### src/rtl/game_pkg.sv
// Shared types for the game-board cursor tracker: move directions, scan states
// and a width helper that keeps single-entry fields at least one bit wide.
package game_pkg;

  typedef enum logic [1:0] {
    DIR_UP    = 2'b00,
    DIR_DOWN  = 2'b01,
    DIR_LEFT  = 2'b10,
    DIR_RIGHT = 2'b11
  } dir_t;

  typedef enum logic {
    SHOW  = 1'b0,
    BLANK = 1'b1
  } scan_state_t;

  function automatic int width_of(input int n);
    return (n > 1) ? $clog2(n) : 1;
  endfunction

endpackage

### src/rtl/row_onehot_decode.sv
// Row index to one-hot row drive; indices at or beyond ROWS decode to all zeros.
module row_onehot_decode
  import game_pkg::*;
#(
  parameter int ROWS = 16
) (
  input  logic [width_of(ROWS)-1:0] i_row,
  output logic [ROWS-1:0]           o_onehot
);

  localparam int RW = width_of(ROWS);

  always_comb begin
    o_onehot = '0;
    for (int r = 0; r < ROWS; r++) begin
      if (i_row == RW'(r)) o_onehot[r] = 1'b1;
    end
  end

endmodule

### src/rtl/led_cursor_scan.sv
// Multi-player cursor tracker: one move per cycle with wrap/saturate edges and
// collision rejection, plus a blanked time-multiplexed scan onto the LED matrix.
module led_cursor_scan
  import game_pkg::*;
#(
  parameter int ROWS     = 16,
  parameter int COLS     = 16,
  parameter int CHANNELS = 2,
  parameter int DWELL    = 4,
  parameter int BLANK    = 1,
  parameter int WRAP     = 1
) (
  input  logic                          clk,
  input  logic                          reset,
  input  logic                          move_valid,
  input  logic [width_of(CHANNELS)-1:0] move_ch,
  input  logic [1:0]                    move_dir,
  output logic                          move_done,
  output logic                          move_blocked,
  output logic [ROWS-1:0]               row_onehot,
  output logic [width_of(COLS)-1:0]     col_idx,
  output logic [width_of(CHANNELS)-1:0] scan_ch,
  output logic                          frame_start
);

  localparam int RW    = width_of(ROWS);
  localparam int CW    = width_of(COLS);
  localparam int CHW   = width_of(CHANNELS);
  localparam int CNT_W = width_of((DWELL > BLANK) ? DWELL : BLANK);

  logic [RW-1:0] r_row [CHANNELS];
  logic [CW-1:0] r_col [CHANNELS];
  logic          r_move_done, r_move_blocked;

  logic                w_ch_ok, w_off, w_accept;
  logic [CHW-1:0]      w_mv_idx;
  logic [RW-1:0]       w_cur_row, w_tgt_row;
  logic [CW-1:0]       w_cur_col, w_tgt_col;
  logic [CHANNELS-1:0] w_hit;

  // w_off marks an edge crossing; with WRAP the wrapped target is still used.
  always_comb begin
    w_ch_ok   = 32'(move_ch) < 32'(CHANNELS);
    w_mv_idx  = w_ch_ok ? move_ch : '0;
    w_cur_row = r_row[w_mv_idx];
    w_cur_col = r_col[w_mv_idx];
    w_tgt_row = w_cur_row;
    w_tgt_col = w_cur_col;
    w_off     = 1'b0;
    case (dir_t'(move_dir))
      DIR_UP: begin
        if (w_cur_row == '0) begin
          w_tgt_row = RW'(ROWS - 1);
          w_off     = 1'b1;
        end else w_tgt_row = w_cur_row - 1'b1;
      end
      DIR_DOWN: begin
        if (w_cur_row == RW'(ROWS - 1)) begin
          w_tgt_row = '0;
          w_off     = 1'b1;
        end else w_tgt_row = w_cur_row + 1'b1;
      end
      DIR_LEFT: begin
        if (w_cur_col == '0) begin
          w_tgt_col = CW'(COLS - 1);
          w_off     = 1'b1;
        end else w_tgt_col = w_cur_col - 1'b1;
      end
      DIR_RIGHT: begin
        if (w_cur_col == CW'(COLS - 1)) begin
          w_tgt_col = '0;
          w_off     = 1'b1;
        end else w_tgt_col = w_cur_col + 1'b1;
      end
    endcase
    w_accept = w_ch_ok && !(w_off && (WRAP == 0)) && (w_hit == '0);
  end

  for (genvar gi = 0; gi < CHANNELS; gi++) begin : g_hit
    assign w_hit[gi] = (32'(w_mv_idx) != gi) &&
                       (r_row[gi] == w_tgt_row) && (r_col[gi] == w_tgt_col);
  end

  always_ff @(posedge clk) begin
    if (reset) begin
      for (int k = 0; k < CHANNELS; k++) begin
        r_row[k] <= '0;
        r_col[k] <= CW'(k);
      end
      r_move_done    <= 1'b0;
      r_move_blocked <= 1'b0;
    end else begin
      for (int k = 0; k < CHANNELS; k++) begin
        if (move_valid && w_accept && (32'(w_mv_idx) == k)) begin
          r_row[k] <= w_tgt_row;
          r_col[k] <= w_tgt_col;
        end
      end
      r_move_done    <= move_valid && w_accept;
      r_move_blocked <= move_valid && !w_accept;
    end
  end

  scan_state_t       r_state, w_state_next;
  logic [CNT_W-1:0]  r_cnt, w_cnt_next;
  logic [CHW-1:0]    r_scan_ch, w_scan_next;
  logic              w_advance;
  logic [ROWS-1:0]   r_row_onehot, w_row_dec, w_row_next;
  logic [CW-1:0]     r_col_idx, w_col_next;
  logic              r_frame_start, w_frame_next;

  always_ff @(posedge clk) begin
    if (reset) begin
      r_state       <= game_pkg::SHOW;
      r_cnt         <= '0;
      r_scan_ch     <= '0;
      r_row_onehot  <= ROWS'(1);
      r_col_idx     <= '0;
      r_frame_start <= 1'b0;
    end else begin
      r_state       <= w_state_next;
      r_cnt         <= w_cnt_next;
      r_scan_ch     <= w_scan_next;
      r_row_onehot  <= w_row_next;
      r_col_idx     <= w_col_next;
      r_frame_start <= w_frame_next;
    end
  end

  // The dwell counter is reused to time the blank gap.
  always_comb begin
    w_state_next = r_state;
    w_cnt_next   = r_cnt + 1'b1;
    w_scan_next  = r_scan_ch;
    w_advance    = 1'b0;
    case (r_state)
      game_pkg::SHOW: begin
        if (r_cnt == CNT_W'(DWELL - 1)) begin
          w_cnt_next = '0;
          if (BLANK == 0) w_advance = 1'b1;
          else            w_state_next = game_pkg::BLANK;
        end
      end
      game_pkg::BLANK: begin
        if (r_cnt == CNT_W'(BLANK - 1)) begin
          w_cnt_next   = '0;
          w_advance    = 1'b1;
          w_state_next = game_pkg::SHOW;
        end
      end
    endcase
    if (w_advance)
      w_scan_next = (r_scan_ch == CHW'(CHANNELS - 1)) ? '0 : r_scan_ch + 1'b1;
  end

  row_onehot_decode #(.ROWS(ROWS)) u_row_decode (
    .i_row    (r_row[w_scan_next]),
    .o_onehot (w_row_dec)
  );

  always_comb begin
    w_row_next   = (w_state_next == game_pkg::SHOW) ? w_row_dec : '0;
    w_col_next   = r_col[w_scan_next];
    w_frame_next = w_advance && (w_scan_next == '0);
  end

  assign move_done    = r_move_done;
  assign move_blocked = r_move_blocked;
  assign row_onehot   = r_row_onehot;
  assign col_idx      = r_col_idx;
  assign scan_ch      = r_scan_ch;
  assign frame_start  = r_frame_start;

endmodule

### config.mk
export PLATFORM = sky130hd
export DESIGN_NAME = led_cursor_scan
export DESIGN_NICKNAME = d
export VERILOG_FILES = /design/src/rtl/game_pkg.sv /design/src/rtl/row_onehot_decode.sv /design/src/rtl/led_cursor_scan.sv
export SDC_FILE = /design/constraint.sdc
export NUM_CORES = 1
export LEC_CHECK = 0
export ABC_AREA = 1
export CAP_MARGIN = 30
export CORE_MARGIN = 2
export CORE_UTILIZATION = 30
export CTS_CLUSTER_SIZE = 12
export DETAILED_ROUTE_END_ITERATION = 12
export PLACE_DENSITY = 0.57
export SETUP_SLACK_MARGIN = 0.1
export SYNTH_ARGS = -nofsm -noshare
export SYNTH_HDL_FRONTEND = slang
export SYNTH_SLANG_ARGS = --single-unit
export TNS_END_PERCENT = 5
### constraint.sdc
create_clock -name clk -period 3.9 [get_ports clk]
set_input_delay 0.78 -clock clk [delete_from_list [all_inputs] [get_ports clk]]
set_output_delay 0.78 -clock clk [all_outputs]
set_load 0.1 [all_outputs]
==> flow_summary.ini, run 1 <==
[logic_synthesis]
syn-num-nets = 349
synth_area_per_cell_um2 = 7.428
netlist.top_cell.by_area = dfxtp_1
yosysWarnings = 0
syn_area_mm2 = 0.002474
synth_top_cell_area_share = 0.2185
synth_cell_types = 25
postSynthCellCount = 333
yosys_register_bits = 43
yosysSeqAreaShare = 0.4127
synthTopCellsByArea = dfxtp_1 22%, edfxtp_1 19%, nand2_1 13%, nor2_1 7.7%, inv_1 5.9%

[floorplan]
chipWidth_um = 94.81
rows = 33
die-area_mm2 = 0.008988
core_mm2 = 0.008093
io_pins = 30
start_util = 0.3057
die_y_um = 94.81

[sta]
tightest_slew_ns = 0.9724
clock_skew_ns = 0.009758
hold_viol = 0
tns_ns = 0
fin_ws_ns = 0.5914
rsz0062_at_grt = no
maxSlewHeadroom = 0.3497
setup_viol = 0
drv_slew = 0
fin_crit_sh = 0.8484
whs_ns = 0.4917
max_freq_mhz = 302.2
fin_crit_ns = 3.309

[critical_path]
critical_path_class = in2reg
path_cells = clkdlybuf4s50_1, buf_4, nand2_1, nand2_2, ha_1, inv_1, nand2_1, nand2_1, nand2_1, nand2_1, xor2_1, nand3_1, nor2_1, nand3_2, nand4_1, nand2_1
required_ns = 3.87
path_max_fanout = 11
cp-end-kind = flip-flop
cp.arrival_ns = 3.28
cpMostUsedCell = nand2_1
cp-start-kind = input pin
slowest_delay_ns = 0.57
slowest_stage = clkdlybuf4s50_1

[finish]
layout.nets = 382
antennaDiodeCount = 0
finalNonFillerCells = 472
area_growth_syn_to_layout_pct = 19.58
drive_above_1_share = 0.1362

[clock_tree]
cts_buffers = 5
hold_buffers = 0
cts_tree = yes
post_cts_buffers = 0
h-tree-depth = 2
cts_root_buffer = clkbuf_8
clk_pin_slew_ns = 0.08
clockBufferDepth = 2
cts_resized = 0
clock-sinks = 43
clock_latency_ns = 0.30

[drt]
drcViolationCount = 0
wl_um = 5730
dr.pass1.iters = 5
routed.top_layer = met4
drtIter0Drc = 145
final_antenna_net_count = 0
wl_met2_um = 2633
met1_length_um = 2736
viasPerCell = 4.589
avgRoutedWirePerCell_um = 12.14
vias = 2166
wl_met3_um = 244

[power_and_ir_drop]
power_density_mw_per_mm2 = 402.7
power_leakage_nw = 1.327
ir_drop_mv = 0.1466

[grt]
gr-total-overflow = 0
grt_pass1_vias = 2049
antenna_found_initial = 0
grt_pass1_wl_um = 9501
grt_start_max_net_pins = 18
track_usage = 0.1359

[place]
port_buffers = 29
pre_cts_ws_ns = 0.2742
gp_congestion = 0.8772
dp.cells = 464
dp_hpwl_um = 4485

[outcome]
status = completed

[job]
cap_violations = 0

[hold_path]
hp-class = reg2reg
-- through the flow --
stage / total power [mW] / instance area, um^2 / util
after floorplan: 0.8275 / 2474 / -
after global placement: 0.9145 / 2867 / 0.3542
after detailed placement: 0.9165 / 2867 / 0.3542
after CTS: 1.205 / 2958 / 0.3655
after global routing: 1.263 / 2958 / 0.3655
final: 1.191 / 2958 / 0.3655
-- power breakdown --
part           internal [mW]  leakage [nW]  switching [mW]  total [mW]
sequential             0.501         0.388          0.0221       0.524
clock                  0.129        0.0451           0.157       0.285
combinational          0.105         0.894           0.277       0.382
total                  0.735          1.33           0.456        1.19
-- state kept, by name, summed over array words and instances (netlist names) --
register      flops
move_blocked      1
r_col             8
move_done         1
r_state           1
frame_start       1
col_idx           4
row_onehot       16
scan_ch           1
r_row             8
r_cnt             2
-- critical path, delay by kind of cell --
| family | cells | cell delay, ns |
|---|---|---|
| adders and majority gates | 1 | 0.26 |
| buffers and inverters | 3 | 0.86 |
| xor gates and xnor gates | 1 | 0.16 |
| and+or+nand+nor | 11 | 1.20 |
-- cell usage in the layout (no fill, tap or decap), types with 10 or more instances in the layout --
| cell type | Yosys | layout |
|---|---|---|
| edfxtp_1 | 16 | 16 |
| inv_1 | 39 | 39 |
| clkdlybuf4s50_1 | 0 | 29 |
| nand2_2 | 23 | 23 |
| nand3_1 | 28 | 28 |
| dfxtp_1 | 27 | 27 |
| o21ai_0 | 10 | 10 |
| nand2_1 | 86 | 86 |
| nor2_1 | 51 | 51 |
| ha_1 | 10 | 10 |
-- worst paths after layout --
check	from	endpoint	slack [ns]	depth (start not counted)
setup / recovery	move_ch	r_row[1][2]	0.59	16
hold / removal	r_state	r_cnt[0]	0.49	2
setup reg to reg	r_row[1][0]	r_row[1][2]	1.36	15
hold reg to reg	r_state	r_cnt[0]	0.49	2
-- synthesized netlist by cell type --
cell type / n
nand2_1: 86
nor2_1: 51
inv_1: 39
nand3_1: 28
dfxtp_1: 27
nand2_2: 23
edfxtp_1: 16
ha_1: 10
o21ai_0: 10
a21oi_1: 9
nand3_2: 7
nand4_1: 6
clkbuf_1: 3
xor2_1: 3
buf_6: 2
inv_2: 2
nand2_4: 2
o21ai_2: 2
a21boi_1: 1
buf_12: 1
buf_2: 1
inv_6: 1
nand3_4: 1
o21ai_1: 1
xnor2_1: 1
-- cells by family (layout without fill, tap and decap cells) --
group	count (synthesis)	count (layout)	synth area share
adder cells (fa/ha/maj)	10	10	0.05058
buffers and inverters	49	83	0.08953
flip-flops	43	43	0.4127
XOR/XNOR	4	4	0.01417
AO/OA/AOI/OAI	23	23	0.05058
AND/OR/NAND/NOR	204	204	0.3824
-- layer usage --
metal	global-route usage	vias up
li1	-	1113
met1	0.1848	995
met2	0.2187	50
met3	0.02155	8
met4	0.04710	0
met5	0	-
-- final cells by class --
class / instances / area [um^2]
clock buffer: 5 / 68.82
fill: 880 / 5135
multi-input combinational: 241 / 1231
sequential: 43 / 1021
clock inverter: 3 / 22.52
tap: 105 / 131.4
timing repair buffer: 33 / 320.3
inverter: 42 / 162.7
(Power assumes the default switching activity.)
==> inputs of run 2 (changes only) <==
- clock period: 3.9 -> 3.2 ns (I/O delays scaled with it)
==> run 2 against run 1 <==
  * Worst hold slack got worse by 0.0058 ns
  * Register-to-register slack got worse by 0.57 ns
  * Wire length rose by 2.9%
  * Via count rose by 4.0%
  * Die area did not move
  * Clock power rose by 23%
  * Critical path depth rose by 2
  * Sequential share of layout area fell by 1.6 points
  * Global-route usage rose by 0.24 points
  * Flip-flop and latch count did not move
  * Critical path type unchanged
  * Critical endpoint is now r_row[0][0]
  * Largest cell class unchanged
  * Largest power group unchanged
  * Highest routed layer unchanged
==> flow_summary.ini, run 2 (synthesis results as in run 1) <==
[outcome]
status = completed

[clock_tree]
cts_buffers = 5
cts_root_buffer = clkbuf_8
clk_pin_slew_ns = 0.09
h-tree-depth = 2
clock_latency_ns = 0.30
hold_buffers = 0
clockBufferDepth = 2
cts_tree = yes
clock-sinks = 43

[drt]
wl_um = 5898
dr.pass1.iters = 4
drcViolationCount = 0
drtIter0Drc = 138
avgRoutedWirePerCell_um = 12.01
vias = 2253
final_antenna_net_count = 0
viasPerCell = 4.589

[sta]
max_freq_mhz = 371.0
drv_slew = 0
maxSlewHeadroom = 0.6659
clock_skew_ns = 0.008804
fin_ws_ns = 0.5049
whs_ns = 0.4859
rsz0062_at_grt = no
fin_crit_ns = 2.695
setup_viol = 0
hold_viol = 0
fin_crit_sh = 0.8422
tightest_slew_ns = 0.4959

[critical_path]
critical_path_class = in2reg
r2r-start = r_row[0][1]
required_ns = 3.25
crit_path_start = move_ch
cp-end-kind = flip-flop
cp-endpoint = r_row[0][0]
r2r_end = r_row[0][0]
cp-start-kind = input pin
r2r_cells = 17
cp.arrival_ns = 2.75
path_max_fanout = 9
rrSetupSlack_ns = 0.79

[finish]
antennaDiodeCount = 0
area_growth_syn_to_layout_pct = 25.24
largest_reg_flops = 16
drive_above_1_share = 0.2539
layout_commonest_cell = nand2_1
most-common-layout-cells = 82 x nand2_1, 50 x nor2_1, 44 x buf_4, 39 x inv_1, 28 x nand3_1
layout.nets = 401

[power_and_ir_drop]
power_density_mw_per_mm2 = 480.6
power_leakage_nw = 1.483
p_comb_frac = 0.336
clockPowerShare = 0.236
p_int_uw = 919.7
power_frac_seq = 0.428
p_sw_uw = 569.3
ir_drop_mv = 0.1528
swShare = 0.3823

[grt]
grt_pass1_vias = 2066
gr-total-overflow = 0
grt_pass1_wl_um = 9673
track_usage = 0.1383
antenna_found_initial = 0
grt_start_max_net_pins = 18

[hold_path]
hp-start = r_state
hp-class = reg2reg

[place]
pre_cts_ws_ns = -0.1218
port_buffers = 29
gp_congestion = 0.8584
dp_hpwl_um = 4595

[floorplan]
io_pins = 30
rows = 33
core_mm2 = 0.008093
die-area_mm2 = 0.008988
start_util = 0.3057
die_y_um = 94.81
chipWidth_um = 94.81

[job]
cap_violations = 0
-- run 2: changes by cell type in the layout (fill, tap and decap cells not counted), sizes merged, moves of 2 or more --
cell	change
clkinv	+2
clkdlybuf4s50	-25
buf	+41
inv	-2
-- run 2: power groups by stage --
stage / clock, mW / combinational (mW) / sequential [mW]
detailed placement: 0 / 0.490 / 0.650
global placement: 0 / 0.486 / 0.650
finish: 0.351 / 0.500 / 0.638
CTS: 0.361 / 0.493 / 0.638
floorplan: 0 / 0.246 / 0.763
global route: 0.385 / 0.554 / 0.643
-- run 2: worst min path at each step --
stage,slack [ns],cells past startpoint,end
after floorplan,0.46,2,r_cnt[0]
after global placement,0.47,2,r_cnt[0]
after detailed placement,0.47,2,r_cnt[0]
after CTS,0.48,2,r_cnt[0]
after global routing,0.53,2,r_cnt[0]
final,0.49,2,r_cnt[0]
-- run 2: timing repair --
| item | CTS | global route |
|---|---|---|
| setup buffers | 0 | 1 |
| gates resized for setup | 0 | 7 |
| endpoints found under the setup margin | 0 | 32 |
-- run 2: cell type report --
type                            instances  area [um^2]
Fill cell                             860         4995
Multi-Input combinational cell        242         1261
Sequential cell                        43         1021
Timing Repair Buffer                   51        427.9
Inverter                               42        162.7
Tap cell                              105        131.4
Clock buffer                            5        68.82
Clock inverter                          3        25.02
-- run 2: per-layer routing --
layer,track usage,share of wire
met4,0.05435,0.018
met2,0.2270,0.47
met3,0.01756,0.045
met5,0,0
met1,0.1846,0.46
-- run 2: through the flow --
stage               setup TNS (ns)  std cells  power (mW)  area [um^2]  utilization
global placement            -2.756        480       1.136         2939       0.3632
floorplan                        0        333       1.009         2474            -
finish                           0        491       1.489         3098       0.3828
global route                     0        491       1.582         3098       0.3828
CTS                              0        488       1.491         3033       0.3748
detailed placement          -3.188        480       1.141         2939       0.3632
-- run 2: worst max-delay path, stage by stage --
cell            delay (ns)
dlymetal6s2s_1        0.19
buf_12                0.17
inv_6                 0.09
nand2_1               0.05
nand2_1               0.09
ha_1                  0.17
inv_1                 0.05
o21ai_0               0.18
nand3_2               0.15
nand2_2               0.12
nand2_1               0.05
nand2_1               0.05
nand2_1               0.05
nor2_1                0.18
nand3_2               0.13
buf_4                 0.18
nand3_4               0.12
nor2_1                0.08
